===== src/rtl/alu_funct_pkg.sv =====
// Shared funct codes, FSM state encoding and op-legality helper for the muldiv ALU.
package alu_funct_pkg;

  localparam logic [5:0] F_AND   = 6'd36;
  localparam logic [5:0] F_OR    = 6'd37;
  localparam logic [5:0] F_ADD   = 6'd32;
  localparam logic [5:0] F_SUB   = 6'd34;
  localparam logic [5:0] F_SLT   = 6'd42;
  localparam logic [5:0] F_SRL   = 6'd2;
  localparam logic [5:0] F_MULTU = 6'd25;
  localparam logic [5:0] F_DIVU  = 6'd27;
  localparam logic [5:0] F_MFHI  = 6'd16;
  localparam logic [5:0] F_MFLO  = 6'd18;

  typedef enum logic [1:0] {
    ST_IDLE = 2'd0,
    ST_MUL  = 2'd1,
    ST_DIV  = 2'd2,
    ST_DONE = 2'd3
  } alu_state_e;

  // True for any funct this unit does not implement.
  function automatic logic is_illegal(input logic [5:0] f);
    case (f)
      F_AND, F_OR, F_ADD, F_SUB, F_SLT, F_SRL,
      F_MULTU, F_DIVU, F_MFHI, F_MFLO: is_illegal = 1'b0;
      default:                         is_illegal = 1'b1;
    endcase
  endfunction

endpackage


===== src/rtl/seq_muldiv_core.sv =====
// Iterative unsigned multiply (shift-add) / restoring divide, one bit per cycle.
module seq_muldiv_core #(
  parameter int unsigned WIDTH = 32
) (
  input  logic             clk,
  input  logic             reset,
  input  logic             start,
  input  logic             is_div,
  input  logic [WIDTH-1:0] a,
  input  logic [WIDTH-1:0] b,
  output logic             done,
  output logic [WIDTH-1:0] hi,
  output logic [WIDTH-1:0] lo
);

  localparam int unsigned CW = $clog2(WIDTH);

  logic [WIDTH-1:0] hi_q, hi_d, lo_q, lo_d, m_q, m_d;
  logic [CW-1:0]    cnt_q, cnt_d;
  logic             busy_q, busy_d, is_div_q, is_div_d, done_q, done_d;
  logic [WIDTH:0]   mul_sum, div_tmp;

  // Load on start, then one mul/div step per busy cycle; done marks the final step.
  always_comb begin
    hi_d     = hi_q;
    lo_d     = lo_q;
    m_d      = m_q;
    cnt_d    = cnt_q;
    busy_d   = busy_q;
    is_div_d = is_div_q;
    mul_sum  = {1'b0, hi_q} + (lo_q[0] ? {1'b0, m_q} : '0);
    div_tmp  = {hi_q, lo_q[WIDTH-1]};
    if (start) begin
      is_div_d = is_div;
      cnt_d    = '0;
      if (is_div && (b == '0)) begin
        // Divide by zero skips iteration entirely.
        hi_d   = a;
        lo_d   = '1;
        busy_d = 1'b0;
      end else if (is_div) begin
        hi_d   = '0;
        lo_d   = a;
        m_d    = b;
        busy_d = 1'b1;
      end else begin
        hi_d   = '0;
        lo_d   = b;
        m_d    = a;
        busy_d = 1'b1;
      end
    end else if (busy_q) begin
      if (is_div_q) begin
        if (div_tmp >= {1'b0, m_q}) begin
          hi_d = WIDTH'(div_tmp - {1'b0, m_q});
          lo_d = {lo_q[WIDTH-2:0], 1'b1};
        end else begin
          hi_d = div_tmp[WIDTH-1:0];
          lo_d = {lo_q[WIDTH-2:0], 1'b0};
        end
      end else begin
        hi_d = mul_sum[WIDTH:1];
        lo_d = {mul_sum[0], lo_q[WIDTH-1:1]};
      end
      cnt_d = cnt_q + CW'(1);
      if (cnt_q == CW'(WIDTH - 1)) busy_d = 1'b0;
    end
    done_d = busy_d && (cnt_d == CW'(WIDTH - 1));
  end

  // Datapath registers with synchronous abort.
  always_ff @(posedge clk) begin
    if (!reset) begin
      hi_q     <= '0;
      lo_q     <= '0;
      m_q      <= '0;
      cnt_q    <= '0;
      busy_q   <= 1'b0;
      is_div_q <= 1'b0;
      done_q   <= 1'b0;
    end else begin
      hi_q     <= hi_d;
      lo_q     <= lo_d;
      m_q      <= m_d;
      cnt_q    <= cnt_d;
      busy_q   <= busy_d;
      is_div_q <= is_div_d;
      done_q   <= done_d;
    end
  end

  assign done = done_q;
  assign hi   = hi_q;
  assign lo   = lo_q;

endmodule


===== src/rtl/param_muldiv_alu.sv =====
// Execute-stage ALU: single-cycle ops plus iterative MULTU/DIVU sharing HI/LO.
module param_muldiv_alu
  import alu_funct_pkg::*;
#(
  parameter int unsigned WIDTH = 32,
  parameter int unsigned SHW   = 5
) (
  input  logic             clk,
  input  logic             reset,
  input  logic             in_valid,
  output logic             in_ready,
  input  logic [WIDTH-1:0] dataA,
  input  logic [WIDTH-1:0] dataB,
  input  logic [5:0]       Signal,
  output logic             out_valid,
  output logic [WIDTH-1:0] Output,
  output logic             illegal
);

  alu_state_e       state_q, state_d;
  logic [WIDTH-1:0] hi_q, hi_d, lo_q, lo_d, output_q, output_d;
  logic             out_valid_q, out_valid_d, illegal_q, illegal_d;
  logic             in_ready_q, in_ready_d;
  logic             accept, core_start, core_done;
  logic [WIDTH-1:0] core_hi, core_lo, alu_res;

  assign accept     = in_valid && in_ready_q;
  assign core_start = accept && ((Signal == F_MULTU) || (Signal == F_DIVU));

  seq_muldiv_core #(.WIDTH(WIDTH)) u_core (
    .clk    (clk),
    .reset  (reset),
    .start  (core_start),
    .is_div (Signal == F_DIVU),
    .a      (dataA),
    .b      (dataB),
    .done   (core_done),
    .hi     (core_hi),
    .lo     (core_lo)
  );

  // Single-cycle result mux.
  always_comb begin
    alu_res = '0;
    case (Signal)
      F_AND:   alu_res = dataA & dataB;
      F_OR:    alu_res = dataA | dataB;
      F_ADD:   alu_res = dataA + dataB;
      F_SUB:   alu_res = dataA - dataB;
      F_SLT:   alu_res = ($signed(dataA) < $signed(dataB)) ? WIDTH'(1) : '0;
      F_SRL:   alu_res = dataA >> dataB[SHW-1:0];
      F_MFHI:  alu_res = hi_q;
      F_MFLO:  alu_res = lo_q;
      default: alu_res = '0;
    endcase
  end

  // Issue/complete FSM; HI/LO only change when a mul/div retires.
  always_comb begin
    state_d     = state_q;
    hi_d        = hi_q;
    lo_d        = lo_q;
    output_d    = output_q;
    out_valid_d = 1'b0;
    illegal_d   = 1'b0;
    case (state_q)
      ST_IDLE: begin
        if (accept) begin
          if (Signal == F_MULTU) begin
            state_d = ST_MUL;
          end else if (Signal == F_DIVU) begin
            state_d = (dataB == '0) ? ST_DONE : ST_DIV;
          end else begin
            out_valid_d = 1'b1;
            illegal_d   = is_illegal(Signal);
            output_d    = is_illegal(Signal) ? '0 : alu_res;
          end
        end
      end
      ST_MUL, ST_DIV: begin
        if (core_done) state_d = ST_DONE;
      end
      ST_DONE: begin
        hi_d        = core_hi;
        lo_d        = core_lo;
        output_d    = core_lo;
        out_valid_d = 1'b1;
        state_d     = ST_IDLE;
      end
      default: state_d = ST_IDLE;
    endcase
    in_ready_d = (state_d == ST_IDLE);
  end

  // State and output registers.
  always_ff @(posedge clk) begin
    if (!reset) begin
      state_q     <= ST_IDLE;
      hi_q        <= '0;
      lo_q        <= '0;
      output_q    <= '0;
      out_valid_q <= 1'b0;
      illegal_q   <= 1'b0;
      in_ready_q  <= 1'b1;
    end else begin
      state_q     <= state_d;
      hi_q        <= hi_d;
      lo_q        <= lo_d;
      output_q    <= output_d;
      out_valid_q <= out_valid_d;
      illegal_q   <= illegal_d;
      in_ready_q  <= in_ready_d;
    end
  end

  assign in_ready  = in_ready_q;
  assign out_valid = out_valid_q;
  assign Output    = output_q;
  assign illegal   = illegal_q;

endmodule


===== config.mk =====
export PLATFORM = sky130hd
export DESIGN_NAME = param_muldiv_alu
export DESIGN_NICKNAME = d
export VERILOG_FILES = /design/src/rtl/alu_funct_pkg.sv /design/src/rtl/seq_muldiv_core.sv /design/src/rtl/param_muldiv_alu.sv
export SDC_FILE = /design/constraint.sdc
export NUM_CORES = 1
export LEC_CHECK = 0
export CORE_MARGIN = 4
export CORE_UTILIZATION = 50
export CTS_BUF_LIST = sky130_fd_sc_hd__clkbuf_8
export DETAILED_ROUTE_END_ITERATION = 8
export PLACE_DENSITY = 0.68
export SYNTH_ARGS = -nofsm -noshare
export SYNTH_HDL_FRONTEND = slang
export SYNTH_SLANG_ARGS = --single-unit

===== constraint.sdc =====
create_clock -name clk -period 6.3 [get_ports clk]
set_clock_uncertainty 0.1 [all_clocks]
set_input_delay 1.89 -clock clk [delete_from_list [all_inputs] [get_ports clk]]
set_output_delay 1.89 -clock clk [all_outputs]
set_load 0.02 [all_outputs]

Word level (Yosys, flattened, before mapping)
Index checks and enable logic that the tools add are counted.
W data, S select, Z words.
- register bits: 205
- bits of input ports: 73
- output and inout bits: 35
- word-level logic and storage cells: 102
- $add $sub $neg: 5
- $lt $le $gt $ge: 2
- equality and inequality tests: 18
- shift-type cells: 1
- muxes and demuxes: 41
- bitwise operators: 6
- reduce and logical (&&, ||, !) cells: 15
- operator list (kind ; count):
    $mux W32 ; 16
    $pmux W32 S8 ; 1
    $pmux W32 S2 ; 1
    $sub A32 B32 Y32 ; 2
    $add A32 B32 Y33 ; 1
    $ge A33 B32 Y1 ; 1
    $add A32 B32 Y32 ; 1
    $and A32 B32 Y32 ; 1
    $logic_not A32 Y1 ; 1
    $lt A32 B32 Y1 ; 1
    $or A32 B32 Y32 ; 1
    $shr A32 B5 Y32 ; 1
    $eq A6 B6 Y1 const B ; 5
    $eq A6 B5 Y1 const B ; 4
    $mux W1 ; 15
    $eq A5 B5 Y1 const B ; 2
    $mux W5 ; 2
    $reduce_or A10 Y1 ; 1
    $mux W2 ; 4
    $eq A6 B2 Y1 const B ; 1
    $ne A2 B2 Y1 const B ; 3
    $pmux W2 S3 ; 1
    $add A5 B1 Y5 const B ; 1
    $reduce_or A5 Y1 ; 1
    11 further kinds ; 20

Depth between registers and ports, before layout
- word-level depth: 12
- depth in mapped cells: 16
- mapped depth without buffers: 14

Cells and area by module
A second synthesis with hierarchy kept.
- cell total of the unflattened synthesis: 2682
- area total of the unflattened synthesis: 20823.7 um2
- by module, submodules not included (module ; instances ; cells an instance ; area each (um2) ; seq. area each (um2)):
    param_muldiv_alu ; 1 ; 1446 ; 11230.8 ; 2021.9
    seq_muldiv_core ; 1 ; 1236 ; 9593.0 ; 2082.0

Worst setup path after synthesis
OpenSTA, ideal clock, no wires.
- kind: input port to flip-flop
- from: input port dataB[2]
- to: register output_q[28] (netlist: Output[28])
- library setup time: 0.128 ns
- arrival time: 5.184 ns
- data required time: 6.072 ns
- slack: 0.887 ns
- stages: 15
- path buffers: 3
- cells stage by stage: clkbuf_1 > clkinv_1 > clkbuf_1 > clkbuf_1 > ha_1 > or2_2 > a221oi_1 > o211ai_2 > a21oi_1 > a211oi_2 > o221ai_2 > a31oi_1 > xnor2_1 > a221oi_1 > o21ai_0
- longest elaborated chain between the ends: 7
- elaborated cells between the ends (all ways): 9
- those cells by class: add/sub (2); shift (1); mux (6)
- RTL lines (item ; RTL line ; source):
    start, declared ; param_muldiv_alu.sv:13 ; input logic [WIDTH-1:0] dataB,
    $sub A32 B32 Y32, or another cell as far along ; param_muldiv_alu.sv:49 ; F_SUB: alu_res = dataA - dataB;
    $pmux W32 S8 * ; param_muldiv_alu.sv:45 ; case (Signal)
    $mux W32 * ; param_muldiv_alu.sv:76 ; output_d = is_illegal(Signal) ? '0 : alu_res;
    $mux W32 * ; param_muldiv_alu.sv:71 ; end else if (Signal == F_DIVU) begin
    $mux W32 * ; param_muldiv_alu.sv:69 ; if (Signal == F_MULTU) begin
    $mux W32 * ; param_muldiv_alu.sv:68 ; if (accept) begin
    $pmux W32 S2 * ; param_muldiv_alu.sv:66 ; case (state_q)
    end signal, assigned ; param_muldiv_alu.sv:109 ; output_q <= output_d;
    end, declared ; param_muldiv_alu.sv:21 ; logic [WIDTH-1:0] hi_q, hi_d, lo_q, lo_d, output_q, output_d;
Mark *: on every way between the ends. The rest lies on a longest branch, timed or not. The select of a mux whose other input is x is not followed.
A chain may end at the register's enable or synchronous reset.

Final worst setup path
- from: input port dataB[5]
- to: register output_q[31] (netlist: Output[31])
- longest elaborated chain between the ends: 7
- elaborated cells between the ends (all ways): 8
- those cells by class: add/sub (2); mux (6)
- RTL lines (item ; RTL line):
    $sub A32 B32 Y32 / $add A32 B32 Y32 (equally long branches) ; param_muldiv_alu.sv:49, param_muldiv_alu.sv:48
    $pmux W32 S8 * ; param_muldiv_alu.sv:45
    $mux W32 * ; param_muldiv_alu.sv:76
    $mux W32 * ; param_muldiv_alu.sv:71
    $mux W32 * ; param_muldiv_alu.sv:69
    $mux W32 * ; param_muldiv_alu.sv:68
    $pmux W32 S2 * ; param_muldiv_alu.sv:66
Marks and branches as above.

==> impl_metrics.csv <==
group,metric,value,unit
clock_network,cts_root_buffer,"clkbuf_8",
hold_path,whs_path_depth,2,
global_route,grt_pass1_vias,20573,
floorplanning,rows,73,
run,drv_cap,0,
finish,drive_gt1_share,8.51,%
routing,drc,0,
finish,final_cell_mix,"nand2_1, a21oi_1, dfxtp_1",
critical_path,worstRegToRegCells,13,
finish,mostFrequentLayoutCell,"nand2_1",
routing,routed_wl,89.7,mm
clock_network,post_cts_resized,0,
global_route,grt_pass1_wl,131,mm
outcome,status,"finished, final reports clean",
hold_path,min_path_type,"flip-flop to flip-flop",
clock_network,clock-sinks,205,
pwr,comb_power_share,33.9,%
clock_network,numCtsBuffers,40,
yosys,netlist_area,0.0203,mm2
finish,nNetsFinal,2984,
yosys,synth.avg_cell_area,7.60,um2
sta,setup_violations,0,
routing,wire_per_inst,27.4,um
critical_path,cp_data_required_time,6.71,ns
critical_path,cp_max_fo,5,
floorplanning,die_h,209,um
pwr,ir_drop,0.149,mV
sta,relSlewSlack,28.1,%
pwr,p_int,2.50,mW
hold_path,hold_start,"lo_q[20]$_SDFFE_PN0P_",
critical_path,r2r-start,"u_core.m_q[3]$_SDFFE_PN0P_",
pwr,cellLeakagePower,9.59,nW
routing,dr.pass1.iters,8,
finish,area_growth,12.7,%
clock_network,hold_buffers,0,
sta,hold_violations,0,
critical_path,r2r_end,"u_core.hi[3]$_SDFFE_PN0P_",
pwr,p_seq_share,33.7,%
pwr,power_density,176,mW/mm2
sta,worst_pin_slew,1.08,ns
pwr,p_sw_share,37.9,%
critical_path,rrSetupSlack,1.88,ns
routing,drtIter0Drc,2982,
yosys,synth_seq_area_share,20.2,%
sta,tns,0,ns
floorplanning,ios,108,
global_route,grt_antenna_before_repair,3,
sta,rsz0062_at_grt,"false",
yosys,syn_nets,2922,
critical_path,cp-start-kind,"input pin",
yosys,syn_inst,2669,
sta,max_freq,185,MHz
sta,period_share,85.7,%
finish,seqCellArea,0.00411,mm2
clock_network,clk_pin_slew,0.06,ns
clock_network,htreeDepth,2,
yosys,synth_cell_types,94,
floorplanning,start_util,50.8,%
critical_path,critical_path_class,"input pin to flip-flop",
sta,hold_slack,0.368,ns
routing,vias_per_cell,6.83,
floorplanning,core,0.0399,mm2
routing,ant_nets,0,
clock_network,worstSkewPairLatency,0.60,ns
pwr,p_clk_share,32.4,%
global_route,grt-ovfl-total,0,
critical_path,cp-end-kind,"flip-flop",
floorplanning,dieArea,0.0439,mm2
place,place_congestion,1.03,
finish,multi_input_area,0.0149,mm2
hold_path,hold_end,"lo_q[20]$_SDFFE_PN0P_",
finish,fillers,3843,
place,io_buffers,107,
sta,report.final.slew_viol_count,0,
global_route,grt_usage,38.5,%
yosys,synth-async-reset-ratio,0,%
yosys,synth_enable_flop_cells,0,
yosys,synth_ff_type,"dfxtp_1",
yosys,synth_seq_cells,205,
floorplanning,die_x,209,um
place,place_hpwl,68.1,mm
clock_network,clockBufferDepth,3,
clock_network,postCtsSetupRepairBufs,0,
global_route,grt_max_degree,126,
pwr,p_switching,1.53,mW
sta,post-route-min-period,5.40,ns
routing,num_vias,22380,
clock_network,cts_tree,"yes",
critical_path,cp.arrival,5.81,ns
yosys,yosysWarnings,0,
-- cell families after synthesis --
family | Yosys count | share of synthesized area [%]
AOI/OAI and AO/OA | 926 | 31.8
and+or+nand+nor | 760 | 17.2
buffers and inverters | 362 | 6.89
DFF | 205 | 20.2
adders and majority gates | 180 | 11.2
muxes | 164 | 9.50
xor gates and xnor gates | 72 | 3.11
-- final cells by class --
cell class,count,area share (%)
Antenna cell,2,0.0219
Clock buffer,47,2.83
Clock inverter,15,0.301
Inverter,176,2.89
Multi-Input combinational cell,2102,65.0
Sequential cell,205,18.0
Tap cell,525,2.87
Timing Repair Buffer,206,8.10
-- how the worst max path moves through the flow --
stage / from / endpoint / slack [ns] / depth (start not counted)
final: dataB[5] / Output[31]$_SDFFE_PN0P_ / 0.90 / 12
after global routing: dataA[1] / Output[31]$_SDFFE_PN0P_ / 0.71 / 13
after CTS: dataA[1] / Output[28]$_SDFFE_PN0P_ / 1.06 / 13
after detailed placement: dataA[1] / Output[0]$_SDFFE_PN0P_ / 0.42 / 13
after global placement: dataA[1] / Output[28]$_SDFFE_PN0P_ / 0.41 / 13
after floorplan: dataB[2] / Output[28]$_SDFFE_PN0P_ / 0.89 / 15
-- cells in the mapped netlist, types with 26 or more instances --
| cell | n | area share (%) |
|---|---|---|
| a211oi_1 | 28 | 1.0 |
| a21o_1 | 42 | 1.6 |
| a21oi_1 | 210 | 5.2 |
| a221oi_1 | 34 | 1.5 |
| a31oi_1 | 31 | 0.96 |
| and2_1 | 42 | 1.3 |
| clkbuf_1 | 151 | 2.8 |
| dfxtp_1 | 205 | 20 |
| ha_1 | 176 | 11 |
| inv_1 | 174 | 3.2 |
| mux2i_1 | 127 | 6.3 |
| nand2_1 | 288 | 5.3 |
| nand2b_1 | 26 | 0.80 |
| nand3_1 | 43 | 1.1 |
| nor2_1 | 198 | 3.7 |
| nor2b_1 | 28 | 0.86 |
| nor3_1 | 40 | 0.99 |
| o211a_1 | 40 | 2.0 |
| o211ai_1 | 102 | 3.8 |
| o21ai_0 | 171 | 4.2 |
| o221ai_1 | 46 | 2.0 |
| xnor2_1 | 45 | 1.9 |
| xor2_1 | 27 | 1.2 |
-- routing by layer --
layer,vias to the layer above,GRT usage [%],part of all wire [%]
li1,9994,-,-
met1,10610,49.6,39
met2,1459,61.3,44
met3,317,6.73,9.8
met4,0,21.5,7.0
met5,-,0,0
-- power by group through the flow --
stage          logic (mW)  clock network, mW  registers [mW]
2_1_floorplan       0.835                  0            1.39
3_3_place_gp         1.31                  0            1.38
3_5_place_dp         1.31                  0            1.39
4_1_cts              1.32               1.31            1.36
5_1_grt              1.44               1.37            1.36
6_report             1.37               1.31            1.36
-- sequential cells by signal (all words and copies together), names as in the netlist --
register / cells
Output: 32
hi_q: 32
illegal: 1
in_ready: 1
lo_q: 32
out_valid: 1
state_q: 2
u_core.busy_q: 1
u_core.cnt_q: 5
u_core.done: 1
u_core.hi: 32
u_core.is_div_q: 1
u_core.lo: 32
u_core.m_q: 32
-- worst max-delay path, cell delays in order --
cell,delay [ns]
clkdlybuf4s50_1,0.86
inv_1,0.17
ha_1,0.29
a211oi_1,0.40
nand4_1,0.19
and3_1,0.23
a31oi_1,0.62
o31a_1,0.41
a21oi_1,0.14
nor4_1,0.22
o21ai_0,0.13
a221oi_1,0.24
-- per-stage QoR --
step	cells	total power, mW	area (um2)	setup slack, ns	util [%]
6_report	3278	4.03	22900	0.902	57.3
5_1_grt	3276	4.17	22900	0.711	57.3
4_1_cts	3276	3.99	22900	1.06	57.3
3_5_place_dp	3214	2.70	22100	0.417	55.5
3_3_place_gp	3214	2.70	22100	0.413	55.5
2_1_floorplan	2669	2.23	20300	0.887	-
Note: power is estimated with default switching activity, not from simulation.
